==> src/rtl/delay_line_nb.sv <==
// Retunable clocked delay line: circular buffer with a derived read pointer.
// Blanks repeated samples on delay increases and flags dropped ones on decreases.
module delay_line_nb #(
  parameter int WIDTH     = 8,
  parameter int MAX_DELAY = 16,
  parameter int SEL_W     = $clog2(MAX_DELAY + 1)
) (
  input  logic             clk,
  input  logic             rst,
  input  logic [WIDTH-1:0] data_in,
  input  logic             valid_in,
  input  logic [SEL_W-1:0] delay_sel,
  output logic [WIDTH-1:0] data_out,
  output logic             valid_out,
  output logic             primed,
  output logic             skip
);

  localparam int PW = $clog2(MAX_DELAY);
  localparam logic [SEL_W-1:0] MAXD = SEL_W'(MAX_DELAY);
  localparam logic [SEL_W-1:0] ONE  = SEL_W'(1);
  localparam logic [PW-1:0]    LAST = PW'(MAX_DELAY - 1);
  localparam logic [PW-1:0]    DEP  = PW'(MAX_DELAY);

  logic [WIDTH:0]   mem [MAX_DELAY];
  logic [PW-1:0]    wp;
  logic [PW-1:0]    rp;
  logic [PW-1:0]    back;
  logic [SEL_W-1:0] h;
  logic [SEL_W-1:0] h_nxt;
  logic [SEL_W-1:0] b;
  logic [SEL_W-1:0] b_nxt;
  logic [SEL_W-1:0] dp;
  logic [SEL_W-1:0] dk;
  logic [WIDTH:0]   word;
  logic             inc;
  logic             primed_nxt;
  logic             skip_nxt;

  always_comb begin
    dk = delay_sel;
    if (delay_sel == '0)
      dk = ONE;
    else if (delay_sel > MAXD)
      dk = MAXD;
  end

  // D=1 reads the word being written this edge, so bypass the buffer
  always_comb begin
    back = PW'(dk - ONE);
    if (wp >= back)
      rp = wp - back;
    else
      rp = wp + DEP - back;
    word = (dk == ONE) ? {valid_in, data_in} : mem[rp];
  end

  always_comb begin
    h_nxt      = (h == MAXD) ? h : h + ONE;
    primed_nxt = (h_nxt >= dk);
  end

  // h==0 marks the first edge after reset: no delay change is evaluated
  always_comb begin
    b_nxt    = b;
    skip_nxt = 1'b0;
    inc      = 1'b0;
    if (h != '0) begin
      if (dk > dp) begin
        b_nxt = b + (dk - dp);
        inc   = 1'b1;
      end else if (dk < dp) begin
        if (b >= (dp - dk)) begin
          b_nxt = b - (dp - dk);
        end else begin
          b_nxt    = '0;
          skip_nxt = 1'b1;
        end
      end
    end
    if (!inc && (b_nxt != '0))
      b_nxt = b_nxt - ONE;
  end

  always_ff @(posedge clk) begin
    mem[wp] <= {valid_in, data_in};
  end

  always_ff @(posedge clk or posedge rst) begin
    if (rst) begin
      wp        <= '0;
      h         <= '0;
      b         <= '0;
      dp        <= ONE;
      data_out  <= '0;
      valid_out <= 1'b0;
      primed    <= 1'b0;
      skip      <= 1'b0;
    end else begin
      wp        <= (wp == LAST) ? '0 : wp + 1'b1;
      h         <= h_nxt;
      b         <= b_nxt;
      dp        <= dk;
      data_out  <= word[WIDTH-1:0];
      valid_out <= word[WIDTH] & primed_nxt & (b_nxt == '0);
      primed    <= primed_nxt;
      skip      <= skip_nxt;
    end
  end

endmodule

==> config.mk <==
export PLATFORM = sky130hd
export DESIGN_NAME = delay_line_nb
export DESIGN_NICKNAME = d
export VERILOG_FILES = /design/src/rtl/delay_line_nb.sv
export SDC_FILE = /design/constraint.sdc
export NUM_CORES = 1
export LEC_CHECK = 0
export BUFFER_PORTS_ARGS = -buffer_cell sky130_fd_sc_hd__buf_2
export CORE_ASPECT_RATIO = 1.4
export CORE_MARGIN = 5
export CORE_UTILIZATION = 40
export CTS_BUF_LIST = sky130_fd_sc_hd__clkbuf_4
export DETAILED_ROUTE_END_ITERATION = 12
export PLACE_DENSITY = 0.53
export SYNTH_ARGS = -nofsm -noshare
export SYNTH_HDL_FRONTEND = slang
export SYNTH_SLANG_ARGS = --single-unit
export TNS_END_PERCENT = 50
==> constraint.sdc <==
create_clock -name clk -period 12.5 [get_ports clk]
set_input_delay 0.625 -clock clk [delete_from_list [all_inputs] [get_ports clk]]
set_output_delay 0.625 -clock clk [all_outputs]
set_load 0.005 [all_outputs]
======== Yosys cells after proc, flatten, opt, wreduce, memory -nomap -nowiden ========
Memories as Yosys holds them, arrays and structs flattened.
Cells that the tools add are included.
storage, ports and cells
  bits in registers ....................... 30
  bits in latches ......................... 0
  memory bits (writable) .................. 144
  ROM bits ................................ 0
  input port bits ......................... 16
  output and inout bits ................... 11
  logic and storage cells ................. 50
  memories ................................ 1
operators by class
  $add $sub $neg .......................... 9
  $mul .................................... 0
  divide/modulo/power cells ............... 0
  order comparisons ....................... 5
  equality and inequality tests ........... 3
  shift operators ......................... 0
  muxes and demuxes ....................... 16
  bitwise operators ....................... 2
  reduce and logical (&&, ||, !) cells .... 6
memories
  name  depth  bits a word  read ports  clocked after Yosys merged registers in  wr ports  line  RTL
  mem   16     9            1           0                                        1         25    logic [WIDTH:0] mem [MAX_DELAY];
operators by type and width
  operator             count
  $mux 5               8
  $sub 5x5->5          3
  $ge 5x5->1           2
  $logic_not 5->1      2
  $reduce_bool 5->1    2
  $mux 9               1
  $mux 1               6
  $add 5x1->5 const B  1
  $add 5x5->5          1
  $eq 5x1->1 const B   1
  $eq 5x5->1 const B   1
  $gt 5x5->1           1
  $gt 5x5->1 const B   1
  $lt 5x5->1           1
  $sub 5x1->5 const B  1
  $add 4x1->4 const B  1
  $eq 4x4->1 const B   1
  $mux 4               1
  $sub 4x1->4 const B  1
  $sub 4x4->4          1
  $and 1x1->1          2
  $logic_and 1x1->1    1
  $logic_not 1->1      1

======== Longest topological paths before layout ========
  depth after elaboration ................. 14
  depth in mapped cells ................... 19

======== Worst setup path before layout ========
No wires, ideal clock.
  kind .................................... in2reg
  from .................................... input port delay_sel[2]
  to ...................................... register valid_out
  arrival ................................. 4783 ps
  required time ........................... 12389 ps
  path slack .............................. 7606 ps
  stages .................................. 17
  path buffers ............................ 0
  cells stage by stage .................... nor4_1 > a21o_1 > ha_1 > fa_1 > inv_1 > a21o_1 > a21oi_1 > xor2_1 > ha_1 > o41ai_1 > or2_1 > nor2_1 > a221oi_1 > ha_1 > a41oi_4 > or3_1 > a2111oi_2
on the way
  word-level cells in the longest chain between the ends .. 14
  elaborated cells on any way between the ends .. 31
ends and longest elaborated chain
  item                                                  line  RTL
  start: declaration                                    12    input logic [SEL_W-1:0] delay_sel,
  $gt 5x5->1                                            44    else if (delay_sel > MAXD)
  $mux 5                                                44
  $mux 5 (*)                                            42    if (delay_sel == '0)
  named net dk[0]                                       34    logic [SEL_W-1:0] dk;
  branches (longest 10 deep; another with $sub 5x5->5)  -
  $and 1x1->1 (*)                                       105   valid_out <= word[WIDTH] & primed_nxt & (b_nxt == '0);
  end signal: assignment                                105
  end: declaration                                      14    output logic valid_out,
Mark *: on every way through the listed nets, which the timed path passes.

======== Final worst setup path ========
Same ends and word-level chain as after synthesis.

==> results.md <==
- Vias in the first global route: between 4000 and 5000
- Die width: ~130 um
- Yosys reg bits: between 150 and 200
- Initial Utilization: 0.402
- Initial antenna violation count: 1
- Syn_area_per_cell: between 15 and 20 um2
- Final antenna-violating net count: 0
- Max-Cap Viols: 0
- Max Freq: between 150 and 200 MHz
- Worst Hold Class: in -> async
- Core area: 19700 um2
- Warnings from Yosys: 0
- Peak VDD IR: ~0.080 mV
- GPL Wtd Cong: about 0.81
- Dominant cell type by area after synthesis: edfxtp_1
- P_leak: between 0.003 and 0.004 uW
- Status: complete, no violations
- CP Data Required Time: around 13 ns
- Starting DRT DRC Count: around 230
- Final instance area: between 8000 and 9000 um2
- Placed Area: 8340 um2
- Die Area: 22800 um2
- Crit-path max FO: 9
- Clock Tree Buf Depth: 2
- Largest net degree at the start of global routing: 37
- H-tree Lvls: 4
- Final hold violation count: 0
- Tmin final: ~5 ns
- Most common cell in the netlist: edfxtp_1
- Max Clock Skew: 0.0252 ns
- Yosys top cell area share: 0.546
- CTS tree: yes
- Post-DP HPWL: ~12 mm
- Overflow after GRT: 0
- Final setup TNS: 0 ns
- Syn_nets: 529
- Routed WL: ~18 mm
- Top_reg_cell synth: edfxtp_1
- Netlist cell types: 58
- Worst r2r src: dp[0]$_DFF_PP1_
- Top Ports: 27
- Num CTS Buffers: 17
- Gr usage total: 0.166
- Skew-Pair Late Insertion Delay: 0.55 ns
- RSZ-0062 raised after global routing: no
- Post-synth EDFFs: about 140
- Routed vias/inst: about 5.3
- CP startpoint kind: primary input
- Worst R2R Path Depth: 16
- DRC violations left: 0
- Post-CTS sizing: 0
- Most instantiated cells after synthesis: 144 x edfxtp_1, 45 x mux4_2, 32 x ha_1, 31 x inv_1, 30 x nand2_1
- Final Util: 0.437
- Routed via count: approximately 4100
- First-pass GRT wire length: roughly 27 mm
- Endpoints failing setup: 0
- Max-slew violations: 0
- Slew margin rel.: 0.270
- Sequential share of the synthesized area: 0.641
- Worst Setup End Kind: register
- Reg2Reg Setup Slack: between 8 and 9 ns
- Post-synth ARST share: 0.172
- # rows: 61
- Nets: 563
- Netlist Area Pre-Place: between 7000 and 8000 um2
- Post-Syn Instances: 474
- Critical Path AT: about 5.5 ns
- Pwr dens: approximately 160 nW/um2
- Synthesis-to-layout area growth: 8.70%
- Port bufs: 26
- Clock-pin slew on the worst setup and hold paths: around 0.14 ns
- # Post-CTS Setup Buffers: 0
- DRT Pass-1 Iters: 4
- Cts hold-fix bufs: 0
- Total power: ~1300 uW
- Tightest Pin Transition: 1.09 ns
- Synth top area cells: edfxtp_1 55%, mux4_2 13%, dfrtp_1 9.2%
- Crit path kind: in -> reg
- DR WL/cell: ~23 um
- Die height: 176 um
- CTS sink cnt: about 170
- Final Cycle Share: 0.406
- Share of post-route cells with drive strength above 1: 0.232
- RR Endpoint: valid_out$_DFF_PP0_
- Clk root buf: clkbuf_4
==> flip-flops by register name, summed over array words and instances (netlist names), 4 cells and up <==
register and flops:
dp 5, h 5, wp 4, mem 144
b 5, data_out 8
==> worst max-delay path, cell delays in order <==
cell       delay (ns)
buf_2            0.12
nor4_2           0.93
a21o_1           0.22
ha_1             0.19
fa_1             0.21
inv_1            0.05
a21o_1           0.17
a21oi_1          0.16
xor2_1           0.10
ha_1             0.26
o41ai_1          0.51
or2_1            0.23
nor2_1           0.06
a221oi_1         0.41
ha_1             0.36
a41oi_4          0.17
or3_1            0.37
a2111oi_2        0.37
==> layout make-up <==
cell class	count	area [um2]
antenna	1	2.50
sequential	174	5080
fill	1790	11100
timing repair buffer	29	153
multi-input combinational	254	2680
tap	252	315
clock buffer	20	150
inverter	32	120
clock inverter	12	114
==> metrics by stage <==
| step | hold WS, ns | worst slack [ns] | std cells |
|---|---|---|---|
| after floorplan | 0.485 | 7.61 | 474 |
| after global placement | 0.574 | 6.99 | 741 |
| after detailed placement | 0.579 | 6.78 | 741 |
| after global routing | 0.116 | 7.00 | 774 |
| final | 0.133 | 7.43 | 774 |
| after CTS | 0.105 | 7.40 | 773 |
==> placed cells by master, fill, tap and decap left out, drive strengths merged, types with 2 or more instances in the layout <==
cell / n
o21ai: 9
and2: 13
nand3: 6
nor3: 6
edfxtp: 144
clkbuf: 20
nor4: 2
nand2: 30
dfrtp: 29
xnor2: 11
ha: 32
nand2b: 5
or2: 2
buf: 29
mux2: 2
mux4: 45
xor2: 6
inv: 35
nor2: 18
fa: 7
and3: 5
a21o: 9
mux2i: 2
clkinv: 5
a21oi: 14
clkinvlp: 3
nor2b: 6
==> worst max path at each step <==
stage / start / to / slack, ns / cells after the start
finish: delay_sel[2] / valid_out$_DFF_PP0_ / 7.43 / 18
detailed placement: delay_sel[2] / valid_out$_DFF_PP0_ / 6.78 / 18
global route: delay_sel[2] / valid_out$_DFF_PP0_ / 7.00 / 18
global placement: delay_sel[2] / valid_out$_DFF_PP0_ / 6.99 / 18
CTS: delay_sel[2] / valid_out$_DFF_PP0_ / 7.40 / 18
floorplan: delay_sel[2] / valid_out$_DFF_PP0_ / 7.61 / 17
==> cell families after synthesis <==
group | Yosys count | synth area share
AND/OR/NAND/NOR | 101 | 0.0662
buffers and inverters | 46 | 0.0220
flip-flops | 174 | 0.641
adder cells (fa/ha/maj) | 39 | 0.0682
AO/OA/AOI/OAI | 48 | 0.0477
XOR/XNOR | 17 | 0.0212
multiplexers | 49 | 0.134
==> per-layer routing <==
metal	up-vias	share of wire	GRT usage
met5	-	0	0
met4	0	0.016	0.0530
met3	21	0.031	0.0278
met2	77	0.57	0.309
met1	2153	0.38	0.192
li1	1884	-	-
==> where the power goes <==
group | total (uW) | internal [uW] | leakage (uW) | switching (uW)
Combinational | 377 | 163 | 0.00133 | 214
Sequential | 660 | 646 | 0.00168 | 13.6
Clock | 303 | 107 | 0.000142 | 196
No activity file was read; power rests on OpenSTA's default activity.
